$ cat src/rtl/apb_bridge_pkg.sv
// Shared types and default widths for the APB bridge/router family.
// Read by apb_slave_router (optional watchdog macro: APB_ROUTER_TIMEOUT_EN).
package apb_bridge_pkg;

    typedef enum logic [1:0] {
        IDLE   = 2'd0,
        SETUP  = 2'd1,
        ACCESS = 2'd2,
        RESP   = 2'd3
    } apb_state_e;

    localparam int DEF_ADDR_WD = 8;
    localparam int DEF_DATA_WD = 8;
    localparam int DEF_STRB_WD = 2;
    localparam int DEF_PROT_WD = 4;
    localparam int DEF_NUM_SLV = 4;
    localparam int DEF_SEL_WD  = 2;
    localparam int DEF_TIMEOUT = 16;

    // Read data returned to the master on unmapped or aborted transfers.
    localparam int RESP_ERR_DATA = 0;

endpackage

$ cat src/rtl/apb_addr_decode.sv
// Combinational slave decode from the top address bits: index, one-hot select
// and a flag telling whether the index names an existing slave.
module apb_addr_decode #(
    parameter int SEL_WD  = 2,
    parameter int NUM_SLV = 4
) (
    input  logic [SEL_WD-1:0]  paddr_msb,
    output logic [SEL_WD-1:0]  idx,
    output logic [NUM_SLV-1:0] onehot,
    output logic               mapped
);

    assign idx    = paddr_msb;
    assign mapped = (int'(paddr_msb) < NUM_SLV);

    genvar gi;
    generate
        for (gi = 0; gi < NUM_SLV; gi++) begin : g_onehot
            assign onehot[gi] = (paddr_msb == SEL_WD'(gi));
        end
    endgenerate

endmodule

$ cat src/rtl/apb_slave_router.sv
// APB4 one-to-many router with registered slave-side outputs and PSLVERR on
// unmapped addresses. Define APB_ROUTER_TIMEOUT_EN to enable the hung-slave watchdog.
module apb_slave_router
    import apb_bridge_pkg::*;
#(
    parameter int ADDR_WD = DEF_ADDR_WD,
    parameter int DATA_WD = DEF_DATA_WD,
    parameter int STRB_WD = DEF_STRB_WD,
    parameter int PROT_WD = DEF_PROT_WD,
    parameter int NUM_SLV = DEF_NUM_SLV,
    parameter int SEL_WD  = DEF_SEL_WD,
    parameter int TIMEOUT = DEF_TIMEOUT
) (
    input  logic                       pclk,
    input  logic                       prst,
    input  logic                       m_psel,
    input  logic                       m_penable,
    input  logic                       m_pwrite,
    input  logic [ADDR_WD-1:0]         m_paddr,
    input  logic [DATA_WD-1:0]         m_pwdata,
    input  logic [PROT_WD-1:0]         m_pprot,
    input  logic [STRB_WD-1:0]         m_pstrb,
    output logic [DATA_WD-1:0]         m_prdata,
    output logic                       m_pready,
    output logic                       m_pslverr,
    output logic [NUM_SLV-1:0]         s_psel,
    output logic                       s_penable,
    output logic                       s_pwrite,
    output logic [ADDR_WD-1:0]         s_paddr,
    output logic [DATA_WD-1:0]         s_pwdata,
    output logic [PROT_WD-1:0]         s_pprot,
    output logic [STRB_WD-1:0]         s_pstrb,
    input  logic [NUM_SLV*DATA_WD-1:0] s_prdata,
    input  logic [NUM_SLV-1:0]         s_pready,
    input  logic [NUM_SLV-1:0]         s_pslverr
);

    generate
        if (NUM_SLV < 2 || NUM_SLV > (2 ** SEL_WD)) begin : g_bad_num_slv
            $error("apb_slave_router: NUM_SLV out of range");
        end
        if (TIMEOUT < 2) begin : g_bad_timeout
            $error("apb_slave_router: TIMEOUT must be at least 2");
        end
    endgenerate

    apb_state_e state_reg, state_next;

    logic [SEL_WD-1:0]  dec_idx;
    logic [NUM_SLV-1:0] dec_onehot;
    logic               dec_mapped;
    logic               capture;

    logic [SEL_WD-1:0]  idx_reg;
    logic [NUM_SLV-1:0] s_psel_reg, s_psel_next;
    logic               s_penable_reg, s_penable_next;
    logic               s_pwrite_reg;
    logic [ADDR_WD-1:0] s_paddr_reg;
    logic [DATA_WD-1:0] s_pwdata_reg;
    logic [PROT_WD-1:0] s_pprot_reg;
    logic [STRB_WD-1:0] s_pstrb_reg;

    logic               m_pready_reg;
    logic [DATA_WD-1:0] m_prdata_reg, m_prdata_next;
    logic               m_pslverr_reg, m_pslverr_next;

    logic               sel_ready;
    logic               sel_err;
    logic [DATA_WD-1:0] sel_rdata;
    logic               timeout_hit;

    apb_addr_decode #(
        .SEL_WD  (SEL_WD),
        .NUM_SLV (NUM_SLV)
    ) u_decode (
        .paddr_msb (m_paddr[ADDR_WD-1 -: SEL_WD]),
        .idx       (dec_idx),
        .onehot    (dec_onehot),
        .mapped    (dec_mapped)
    );

    // Only the captured slave's response lines are looked at.
    always_comb begin
        sel_ready = 1'b0;
        sel_err   = 1'b0;
        sel_rdata = '0;
        for (int i = 0; i < NUM_SLV; i++) begin
            if (idx_reg == SEL_WD'(i)) begin
                sel_ready = s_pready[i];
                sel_err   = s_pslverr[i];
                sel_rdata = s_prdata[i*DATA_WD +: DATA_WD];
            end
        end
    end

`ifdef APB_ROUTER_TIMEOUT_EN
    localparam int CNT_WD = $clog2(TIMEOUT + 1);

    logic [CNT_WD-1:0] cnt_reg;

    always_ff @(posedge pclk) begin
        if (prst) begin
            cnt_reg <= '0;
        end else if (state_reg == SETUP) begin
            cnt_reg <= '0;
        end else if (state_reg == ACCESS) begin
            cnt_reg <= cnt_reg + CNT_WD'(1);
        end
    end

    assign timeout_hit = (state_reg == ACCESS) && (cnt_reg == CNT_WD'(TIMEOUT - 1));
`else
    assign timeout_hit = 1'b0;
`endif

    always_comb begin
        state_next     = state_reg;
        capture        = 1'b0;
        s_psel_next    = s_psel_reg;
        s_penable_next = 1'b0;
        m_prdata_next  = m_prdata_reg;
        m_pslverr_next = m_pslverr_reg;
        case (state_reg)
            IDLE: begin
                if (m_psel && !m_penable) begin
                    capture = 1'b1;
                    if (dec_mapped) begin
                        state_next  = SETUP;
                        s_psel_next = dec_onehot;
                    end else begin
                        state_next     = RESP;
                        s_psel_next    = '0;
                        m_prdata_next  = DATA_WD'(RESP_ERR_DATA);
                        m_pslverr_next = 1'b1;
                    end
                end
            end
            SETUP: begin
                state_next     = ACCESS;
                s_penable_next = 1'b1;
            end
            ACCESS: begin
                // A ready slave wins over a watchdog expiry in the same cycle.
                if (sel_ready) begin
                    state_next     = RESP;
                    s_psel_next    = '0;
                    m_pslverr_next = sel_err;
                    m_prdata_next  = s_pwrite_reg ? '0 : sel_rdata;
                end else if (timeout_hit) begin
                    state_next     = RESP;
                    s_psel_next    = '0;
                    m_pslverr_next = 1'b1;
                    m_prdata_next  = DATA_WD'(RESP_ERR_DATA);
                end else begin
                    s_penable_next = 1'b1;
                end
            end
            RESP: begin
                state_next  = IDLE;
                s_psel_next = '0;
            end
            default: begin
                state_next  = IDLE;
                s_psel_next = '0;
            end
        endcase
    end

    always_ff @(posedge pclk) begin
        if (prst) begin
            state_reg     <= IDLE;
            idx_reg       <= '0;
            s_psel_reg    <= '0;
            s_penable_reg <= 1'b0;
            s_pwrite_reg  <= 1'b0;
            s_paddr_reg   <= '0;
            s_pwdata_reg  <= '0;
            s_pprot_reg   <= '0;
            s_pstrb_reg   <= '0;
            m_pready_reg  <= 1'b0;
            m_prdata_reg  <= '0;
            m_pslverr_reg <= 1'b0;
        end else begin
            state_reg     <= state_next;
            s_psel_reg    <= s_psel_next;
            s_penable_reg <= s_penable_next;
            m_pready_reg  <= (state_next == RESP);
            m_prdata_reg  <= m_prdata_next;
            m_pslverr_reg <= m_pslverr_next;
            // Unmapped transfers leave the slave-side buses untouched.
            if (capture && dec_mapped) begin
                idx_reg      <= dec_idx;
                s_pwrite_reg <= m_pwrite;
                s_paddr_reg  <= m_paddr;
                s_pwdata_reg <= m_pwdata;
                s_pprot_reg  <= m_pprot;
                s_pstrb_reg  <= m_pwrite ? m_pstrb : '0;
            end
        end
    end

    assign s_psel    = s_psel_reg;
    assign s_penable = s_penable_reg;
    assign s_pwrite  = s_pwrite_reg;
    assign s_paddr   = s_paddr_reg;
    assign s_pwdata  = s_pwdata_reg;
    assign s_pprot   = s_pprot_reg;
    assign s_pstrb   = s_pstrb_reg;
    assign m_pready  = m_pready_reg;
    assign m_prdata  = m_prdata_reg;
    assign m_pslverr = m_pslverr_reg;

endmodule

$ cat config.mk
export PLATFORM = sky130hd
export DESIGN_NAME = apb_slave_router
export DESIGN_NICKNAME = d
export VERILOG_FILES = /design/src/rtl/apb_bridge_pkg.sv /design/src/rtl/apb_addr_decode.sv /design/src/rtl/apb_slave_router.sv
export SDC_FILE = /design/constraint.sdc
export NUM_CORES = 1
export LEC_CHECK = 0
export ABC_AREA = 1
export ABC_CLOCK_PERIOD_IN_PS = 1450
export BUFFER_PORTS_ARGS = -buffer_cell sky130_fd_sc_hd__buf_4
export CORE_MARGIN = 5
export CORE_UTILIZATION = 40
export DETAILED_ROUTE_END_ITERATION = 8
export GPL_TIMING_DRIVEN = 1
export PLACE_DENSITY = 0.82
export SLEW_MARGIN = 20
export SYNTH_ARGS = -nofsm -noshare
export SYNTH_HDL_FRONTEND = slang
export SYNTH_SLANG_ARGS = --single-unit
$ cat constraint.sdc
create_clock -name pclk -period 1.45 [get_ports pclk]
set_input_delay 0.145 -clock pclk [delete_from_list [all_inputs] [get_ports pclk]]
set_output_delay 0.145 -clock pclk [all_outputs]
set_load 0.01 [all_outputs]
==> summary.md, run 1 <==
| Metric | Value |
|---|---|
| Status | completed |
| Internal power | 2.54 mW |
| Die ar. | approximately 6400 um^2 |
| Worst Min Path Start | m_paddr[3] |
| CTS sink count | 40 |
| Peak VDD IR | about 0.0009 V |
| Critical Path Source Type | register |
| Util after Layout | 0.632 |
| Crit Reg-Reg Startpoint | idx_reg[0] |
| Mapped Cells | 294 |
| Worst Hold Slack | between 0.08 and 0.09 ns |
| Post-DP Area | 2860 um^2 |
| First-pass GRT wire length | 8660 um |
| Comb pwr share | 0.447 |
| Rows | 25 |
| Overall routed net length | about 5500 um |
| Total track usage | 0.171 |
| Post-Synthesis Cell Area | 1950 um^2 |
| Average size of a mapped cell | 6.65 um^2 |
| Arr. time, crit path | 1.56 ns |
| FILL cells | 434 |
| Core area | 4720 um^2 |
| Post-synth EDFFs | 0 |
| Setup CP Type | reg -> reg |
| Nets | 480 |
| Vias/cell | 4.60 |
| Slew HR | 0.741 |
| Final number of hold-violating endpoints | 0 |
| Main synth FF type | dfxtp_1 |
| Slew @ Worst Pin | 0.389 ns |
| Clock root cell | clkbuf_8 |
| Max cap viols | 0 |
| Layout cells sized above 1 | 0.355 |
| Total grt overflow | 0 |
| Crit-path cells | clkinvlp_2, or2_2, nand3_1, nand2_1, nand2_1, nand2_1, nand2_1, nor2_1 |
| Max Slew Vio Count | 0 |
| Crit end category | register |
| Pleak | 1.52 nW |
| Synth cell types | 22 |
| Die Ht | 79.9 um |
| R2R Path End | m_prdata[7] |
| Vias | 2,186 |
| GP Congestion | 0.875 |
| Flop2flop setup slack | approximately 0.092 ns |
| Clock share of power | 0.184 |
| IO Pins | 105 |
| Yosys reg bits | 40 |
| Diode count | 0 |
| Required time worst endpoint | 1.65 ns |
| Post-Route Skew | 0.0144 ns |
| H-tree depth | 2 |
| Maximum clock path buffer count | 2 |
| Routed Antenna Nets | 0 |
| Top-count cell post-synth | nand2_1 |
| CTS tree | done |
| Initial Util | 0.414 |
| Crit-path max FO | 8 |
| Tcrit/Tclk final | 0.936 |
| Synth top area cells | dfxtp_1 41%, nand2_1 19%, a21oi_1 9.5% |
| Pwr per Cell Area | around 1400 nW/um^2 |
| Max frequency | 0.736 GHz |
| Routed WL per cell | 11.7 um |
| Latest clock arrival within the worst-skew pair | 0.30 ns |
| Worst Hold Depth | 3 |
| Pwr Total | 4.05 mW |
| CTS Buf Count | 5 |
| Sw Ratio | 0.372 |
| Count of non-filler cells in the finished layout | 475 |
| TNS Setup | 0 ns |
| Final setup margin | 0.0921 ns |
| Synth top cells by count | 98 x nand2_1, 40 x dfxtp_1, 37 x a21oi_1 |
| Initial antenna violation count | 0 |
| Layout area overhead | 52.8% |
| Hold Buf Count CTS | 0 |
| Vias in the first global route | approximately 2,000 |
| Reg power frac | 0.369 |
| Register area share after synthesis | 0.410 |
| CP most frequent cell | nand2_1 |
| Clock transition at path regs | 0.09 ns |
| Hold EP | s_paddr[3] |
| Pre-CTS WS | -0.00452 ns |
| Post-synth ARST share | 0 |
| Hold Crit Class | in -> reg |
| Min cycle time layout | 1.36 ns |
| Final HPWL DP | approximately 4400 um |
| Largest net degree at the start of global routing | 26 |
| Reg2reg path depth | 8 |
| Drt first pass iters | 4 |
| IO buf count | 104 |
| Setup violators final | 0 |
| DR DRC count | 0 |
| Crit-path slowest cell | dfxtp_2 |
| Largest stage delay on the critical path | 0.43 ns |
| YS warnings | 0 |
| Top cell type's share of synthesized area | 0.410 |
| DRT iter0 DRCs | 119 |
| Post-route cell area | 2990 um^2 |
| Psw | around 1.5 mW |
| Cell count after placement | around 470 |
| Post-Syn Nets | 367 |
| Leading area contributor after synthesis | dfxtp_1 |
| DIE WIDTH | between 70 and 80 um |
-- worst max-delay path: cells and delay by family, from the launching register on --
family,cells,cell delay [ns]
buffers and inverters,1,0.20
DFF,1,0.43
and+or+nand+nor,7,0.65
-- worst max-delay path by stage --
stage | startpoint | to | slack, ns | cells after the start
4_1_cts | state_reg[0] | s_pwdata[3] | 0.01 | 6
3_5_place_dp | state_reg[0] | s_pwdata[3] | -0.005 | 6
3_3_place_gp | idx_reg[1] | m_prdata[7] | 0.08 | 10
2_1_floorplan | state_reg[0] | s_paddr[0] | 0.05 | 7
6_report | idx_reg[0] | m_prdata[7] | 0.09 | 8
5_1_grt | idx_reg[0] | m_prdata[7] | -0.002 | 8
-- power groups by stage --
stage / clock network [mW] / logic (mW) / registers (mW)
floorplan: 0 / 0.950 / 1.57
global placement: 0 / 1.76 / 1.50
detailed placement: 0 / 1.79 / 1.51
CTS: 0.760 / 1.81 / 1.48
global route: 0.820 / 2.04 / 1.53
finish: 0.744 / 1.81 / 1.49
-- what timing repair did --
item,CTS,global route
endpoints found under the setup margin,6,36
gates resized for setup,2,7
buffers inserted,0,1
cloned,0,1
-- cell usage in the layout, fill, tap and decap left out, types with 4 or more instances in the layout --
cell	count
buf_4	115
nand2_1	98
a21oi_1	37
dfxtp_1	37
inv_1	26
nor2_1	24
nand3_1	18
o21ai_0	13
ha_1	5
clkbuf_8	5
inv_2	4
-- kinds of logic after synthesis --
family	count (synthesis)	synth area share
adders and majority gates	6	0.0384
AOI/OAI and AO/OA	53	0.137
DFF	40	0.410
and+or+nand+nor	153	0.327
buffers and inverters	42	0.0877
-- layer usage --
metal  global-route usage  wire length (um)  vias up
met3               0.0903               735        9
met5                    0                 0        -
met1                0.191              2180      941
met4               0.0608               119        0
met2                0.276              2510       89
li1                     -                 -     1147
-- area by class of cell --
cell class / count / area (um^2) / share of cell area
tap: 67 / 83.8 / 0.0281
timing repair inverter: 1 / 5.00 / 0.00168
timing repair buffer: 117 / 895 / 0.300
inverter: 30 / 113 / 0.0377
sequential: 40 / 805 / 0.269
clock buffer: 5 / 68.8 / 0.0231
multi-input combinational: 212 / 995 / 0.333
clock inverter: 3 / 21.3 / 0.00712
Power figures use the tool's default switching activity.
==> run 2, diff against run 1 <==
--- a/config.mk
+++ b/config.mk
@@ -8,7 +8,7 @@
 export ABC_AREA = 1
 export ABC_CLOCK_PERIOD_IN_PS = 1450
 export BUFFER_PORTS_ARGS = -buffer_cell sky130_fd_sc_hd__buf_4
-export CORE_MARGIN = 5
+export CORE_MARGIN = 2
 export CORE_UTILIZATION = 40
 export DETAILED_ROUTE_END_ITERATION = 8
 export GPL_TIMING_DRIVEN = 1
==> run 2 against run 1 <==
Compared with the run above: global-route usage rose by 2.9 points; wire length increased by 0.45%; register-to-register slack improved by 0.02 ns; clock power down 5.2%; setup slack better by 0.019 ns; die area shrank 14%; clock skew decreased by 0.011 ns; critical path depth is the same; total power grew 1.9%; critical path type unchanged; largest power group unchanged; highest routed layer unchanged.
==> summary.md, run 2 (same netlist as run 1, synthesis figures left out) <==
| Metric | Value |
|---|---|
| Routed Antenna Nets | 0 |
| DRT iter0 DRCs | 85 |
| Pwr per Cell Area | about 1400 nW/um^2 |
| Setup CP Type | reg -> reg |
| Clock transition at path regs | 0.08 ns |
| Max frequency | 0.747 GHz |
| CTS tree | done |
| Pre-CTS WS | -0.0310 ns |
| Slew @ Worst Pin | 0.401 ns |
| Crit-path max FO | 9 |
| Routed WL per cell | 11.7 um |
| Min cycle time layout | 1.34 ns |
| CTS Buf Count | 5 |
| Vias in the first global route | 2,028 |
| Status | completed |
| Pwr Total | 4.12 mW |
| Final setup margin | 0.112 ns |
| DR DRC count | 0 |
| Die Ht | 73.9 um |
| Slew HR | 0.733 |
| Most frequent cells in the layout | 116 x buf_4, 98 x nand2_1, 39 x dfxtp_1 |
| Setup violators final | 0 |
| Total track usage | 0.200 |
| IO buf count | 104 |
| Arr. time, crit path | about 1.6 ns |
| IO Pins | 105 |
| Final HPWL DP | approximately 4100 um |
| Maximum clock path buffer count | 2 |
| Clock root cell | clkbuf_8 |
| Critical Path Source Type | register |
| Pleak | 1.51 nW |
| Required time worst endpoint | 1.67 ns |
| Post-Route Skew | roughly 0.0034 ns |
| Rows | 25 |
| Total grt overflow | 0 |
| Area of the multi-input gates | 1020 um^2 |
| Layout area overhead | 54.0% |
| Diode count | 0 |
| Largest net degree at the start of global routing | 27 |
| Crit end category | register |
| FILL cells | 444 |
| Cell count after placement | between 400 and 500 |
| Crit Reg-Reg Startpoint | idx_reg[0] |
| Hold Buf Count CTS | 0 |
| Unrepaired setup endpoints after global routing | false |
| Worst Hold Slack | 0.101 ns |
| Peak VDD IR | 0.000807 V |
| Layout cells sized above 1 | 0.350 |
| CTS sink count | 40 |
| Overall routed net length | 5570 um |
| Count of non-filler cells in the finished layout | between 400 and 500 |
| Max Slew Vio Count | 0 |
| Drt first pass iters | 4 |
| Initial Util | 0.414 |
| Commonest non-fill, non-tap cell in the layout | buf_4 |
| Max cap viols | 0 |
| Hold Crit Class | in -> reg |
| Tcrit/Tclk final | 0.923 |
| Die ar. | 5460 um^2 |
| GP Congestion | 0.857 |
| Nets | 481 |
| TNS Setup | 0 ns |
| Critical path origin | idx_reg[0] |
| Post-route cell area | approximately 3000 um^2 |
| Core area | ~4700 um^2 |
| H-tree depth | 2 |
| DIE WIDTH | 73.9 um |
| Vias | between 2,000 and 2,500 |
| Util after Layout | 0.637 |
| Initial antenna violation count | 0 |
| Worst Min Path Start | m_pprot[3] |
| Seq. cell area | roughly 800 um^2 |
| Post-DP Area | 2860 um^2 |
| Vias/cell | 4.68 |
| First-pass GRT wire length | approximately 8500 um |
| Postcts setup bufs | 0 |
| Final number of hold-violating endpoints | 0 |
| Latest clock arrival within the worst-skew pair | around 0.29 ns |
run 2: cell count changes in the layout (fill, tap and decap cells not counted), sizes merged:
| cell | previous run | this run |
|---|---|---|
| clkinvlp | 2 | 4 |
| inv | 31 | 29 |
run 2: per-layer routing:
layer	wire, um	vias up	global-route usage
met3	533	8	0.0768
met5	0	-	0
li1	-	1145	-
met4	79	0	0.0626
met2	2660	87	0.349
met1	2300	985	0.225
run 2: repair_timing:
action / CTS / global route
setup endpoints to repair: 10 / 36
gates cloned: 0 / 2
gates resized for setup: 1 / 13
pin swaps: 0 / 0
run 2: path summary, 6_finish.rpt:
path	endpoint	slack (ns)	cells past startpoint
setup / recovery	m_prdata[0]	0.11	8
hold / removal	s_pprot[3]	0.10	3
setup reg to reg	m_prdata[0]	0.11	8
hold reg to reg	s_pwdata[7]	0.47	2
run 2: layout make-up:
cell class	instances	share of cell area
timing repair inverter	2	0.00499
multi-input combinational	212	0.340
clock inverter	2	0.00416
clock buffer	5	0.0229
sequential	40	0.267
timing repair buffer	117	0.294
inverter	30	0.0387
tap	67	0.0279
run 2: report_power, final:
group          internal, mW  switching (mW)
clock                 0.326           0.380
sequential             1.33           0.137
combinational         0.928            1.03
total                  2.58            1.54
run 2: worst max-delay path: stages (launching register included):
cell and delay, ns:
dfxtp_1 0.37, inv_2 0.15, nand3_1 0.11, nand3_2 0.13
nand3_4 0.11, buf_4 0.18, nand2_1 0.06, nand2_1 0.04
a21oi_1 0.12
==> run 3, diff against run 2 <==
--- a/config.mk
+++ b/config.mk
@@ -13,7 +13,7 @@
 export DETAILED_ROUTE_END_ITERATION = 8
 export GPL_TIMING_DRIVEN = 1
 export PLACE_DENSITY = 0.82
-export SLEW_MARGIN = 20
+export SLEW_MARGIN = 10
 export SYNTH_ARGS = -nofsm -noshare
 export SYNTH_HDL_FRONTEND = slang
 export SYNTH_SLANG_ARGS = --single-unit
==> constraint.sdc (replaced) <==
create_clock -name pclk -period 1.45 [get_ports pclk]
set_input_delay 0.2175 -clock pclk [delete_from_list [all_inputs] [get_ports pclk]]
set_output_delay 0.2175 -clock pclk [all_outputs]
set_load 0.01 [all_outputs]
==> run 3 against run 2 <==
Compared with the run above: first-iteration DRC count fell by 24%; hold slack better by 0.069 ns; fmax down 1.3%; largest cell class unchanged; setup slack got worse by 0.017 ns; via count is 1.4% higher; combinational power hardly changed; highest routed layer unchanged.
==> summary.md, run 3 (same netlist as run 1, synthesis figures left out) <==
| Metric | Value |
|---|---|
| Clock root cell | clkbuf_8 |
| Vias | 2,256 |
| CTS tree | done |
| Hold EP | s_pwdata[0] |
| Clock transition at path regs | roughly 0.08 ns |
| Total track usage | 0.204 |
| Area of the multi-input gates | between 1000 and 1500 um^2 |
| DRT iter0 DRCs | 65 |
| Crit-path slowest cell | dfxtp_1 |
| Vias in the first global route | 2,084 |
| FILL cells | 418 |
| Diode count | 0 |
| Worst Hold Depth | 3 |
| Seq. cell area | around 800 um^2 |
| Max cap viols | 0 |
| Clock share of power | 0.212 |
| Most frequent cells in the layout | 118 x buf_4, 98 x nand2_1, 39 x dfxtp_1 |
| Max frequency | 0.738 GHz |
| IO Pins | 105 |
| Status | completed |
| Crit end category | register |
| Crit-path cells | inv_1, ha_1, nand3_4, buf_12, o21ai_0, a21oi_1 |
| Die ar. | around 5500 um^2 |
| Min cycle time layout | approximately 1.4 ns |
| Peak VDD IR | 0.000784 V |
| Overall routed net length | 5510 um |
| Internal power | 2.78 mW |
| Max Slew Vio Count | 0 |
| Largest net degree at the start of global routing | 26 |
| Core area | 4720 um^2 |
| Latest clock arrival within the worst-skew pair | 0.29 ns |
| Comb pwr share | 0.453 |
| Post-Route Skew | approximately 0.008 ns |
| Commonest non-fill, non-tap cell in the layout | buf_4 |
| Setup violators final | 0 |
| Rows | 25 |
| Routed WL per cell | 11.5 um |
| Hold Crit Class | in -> reg |
| CTS Buf Count | 5 |
| Vias/cell | 4.71 |
| Crit Reg-Reg Startpoint | state_reg[0] |
| Cell count after placement | 467 |
| Worst Min Path Start | m_pwdata[0] |
| Slew HR | 0.728 |
| First-pass GRT wire length | 8760 um |
| Flop2flop setup slack | around 0.095 ns |
| Largest stage delay on the critical path | 0.32 ns |
| Slew @ Worst Pin | about 0.41 ns |
| Util after Layout | 0.648 |
| Total grt overflow | 0 |
| R2R Path End | idx_reg[0] |
| Initial antenna violation count | 0 |
| Routed Antenna Nets | 0 |
| Crit-path max FO | 25 |
| GP Congestion | roughly 0.86 |
| Reg power frac | 0.335 |
| Final number of hold-violating endpoints | 0 |
| Arr. time, crit path | 1.54 ns |
| Tcrit/Tclk final | 0.935 |
| Layout area overhead | 56.7% |
| DR DRC count | 0 |
| Nets | between 400 and 500 |
| IO buf count | 104 |
| Pleak | 1.54 nW |
| Setup CP Type | reg -> reg |
| Die Ht | 73.9 um |
| Pwr per Cell Area | 1420 nW/um^2 |
| Layout cells sized above 1 | 0.357 |
| Drt first pass iters | 4 |
| Required time worst endpoint | ~1.6 ns |
| Critical Path Source Type | register |
| DIE WIDTH | 73.9 um |
| Maximum clock path buffer count | 2 |
| Count of non-filler cells in the finished layout | 479 |
| Reg2reg path depth | 6 |
| Psw | 1.57 mW |
| Initial Util | 0.414 |
| Sw Ratio | 0.361 |
| CTS sink count | 40 |
| Final HPWL DP | 4110 um |
| H-tree depth | 2 |
run 3: area by class of cell:
type,count,area share
Multi-Input combinational cell,212,0.332
Timing Repair Buffer,119,0.296
Sequential cell,40,0.262
Inverter,30,0.0380
Tap cell,67,0.0274
Clock buffer,5,0.0225
Clock inverter,3,0.0151
Timing Repair inverter,3,0.00735
run 3: metrics by stage:
step	setup slack, ns	instance area [um^2]	setup TNS, ns	power, mW	hold slack (ns)
after floorplan	0.0479	1950	0	2.52	0.361
after global placement	0.0501	2870	0	3.28	0.452
after detailed placement	0.00285	2870	0	3.33	0.457
after CTS	-0.00977	2980	-0.0187	4.26	0.167
after global routing	-0.00724	3060	-0.00724	4.71	0.170
final	0.0946	3060	0	4.35	0.170
run 3: routing by layer:
| layer | up-vias | wire length, um | GRT usage |
|---|---|---|---|
| met5 | - | 0 | 0 |
| met4 | 0 | 111 | 0.0586 |
| met3 | 10 | 469 | 0.0741 |
| met2 | 86 | 2710 | 0.363 |
| met1 | 1005 | 2220 | 0.227 |
| li1 | 1155 | - | - |
run 3: how the worst max path moves through the flow:
stage / depth (start not counted) / from / slack (ns) / endpoint
after CTS: 6 / state_reg[0] / -0.01 / s_pstrb[1]
after global placement: 6 / state_reg[0] / 0.05 / s_pstrb[0]
after floorplan: 7 / state_reg[0] / 0.05 / s_paddr[0]
after detailed placement: 6 / state_reg[0] / 0.003 / s_pstrb[1]
final: 6 / state_reg[0] / 0.09 / idx_reg[0]
after global routing: 6 / state_reg[1] / -0.007 / idx_reg[0]
run 3: repair_timing:
item / CTS / global route
endpoints found under the hold margin: 0 / 0
setup buffers: 0 / 1
gates resized for setup: 1 / 13
setup endpoints to repair: 17 / 36
cloned: 0 / 3
hold buffers: 0 / 0
run 3: power by group through the flow:
stage                     clock network [mW]  registers, mW  logic, mW
final                                  0.921           1.46       1.97
after global routing                   0.993           1.49       2.23
after CTS                              0.938           1.46       1.86
after detailed placement                   0           1.48       1.84
after global placement                     0           1.48       1.80
after floorplan                            0           1.57      0.950
run 3: worst max-delay path, delay by kind of cell, from the launching register on:
kind                     cells  cell delay (ns)
flip-flops                   1             0.32
buffers and inverters        2             0.28
adder cells (fa/ha/maj)      1             0.22
AO/OA/AOI/OAI                2             0.22
AND/OR/NAND/NOR              1             0.19
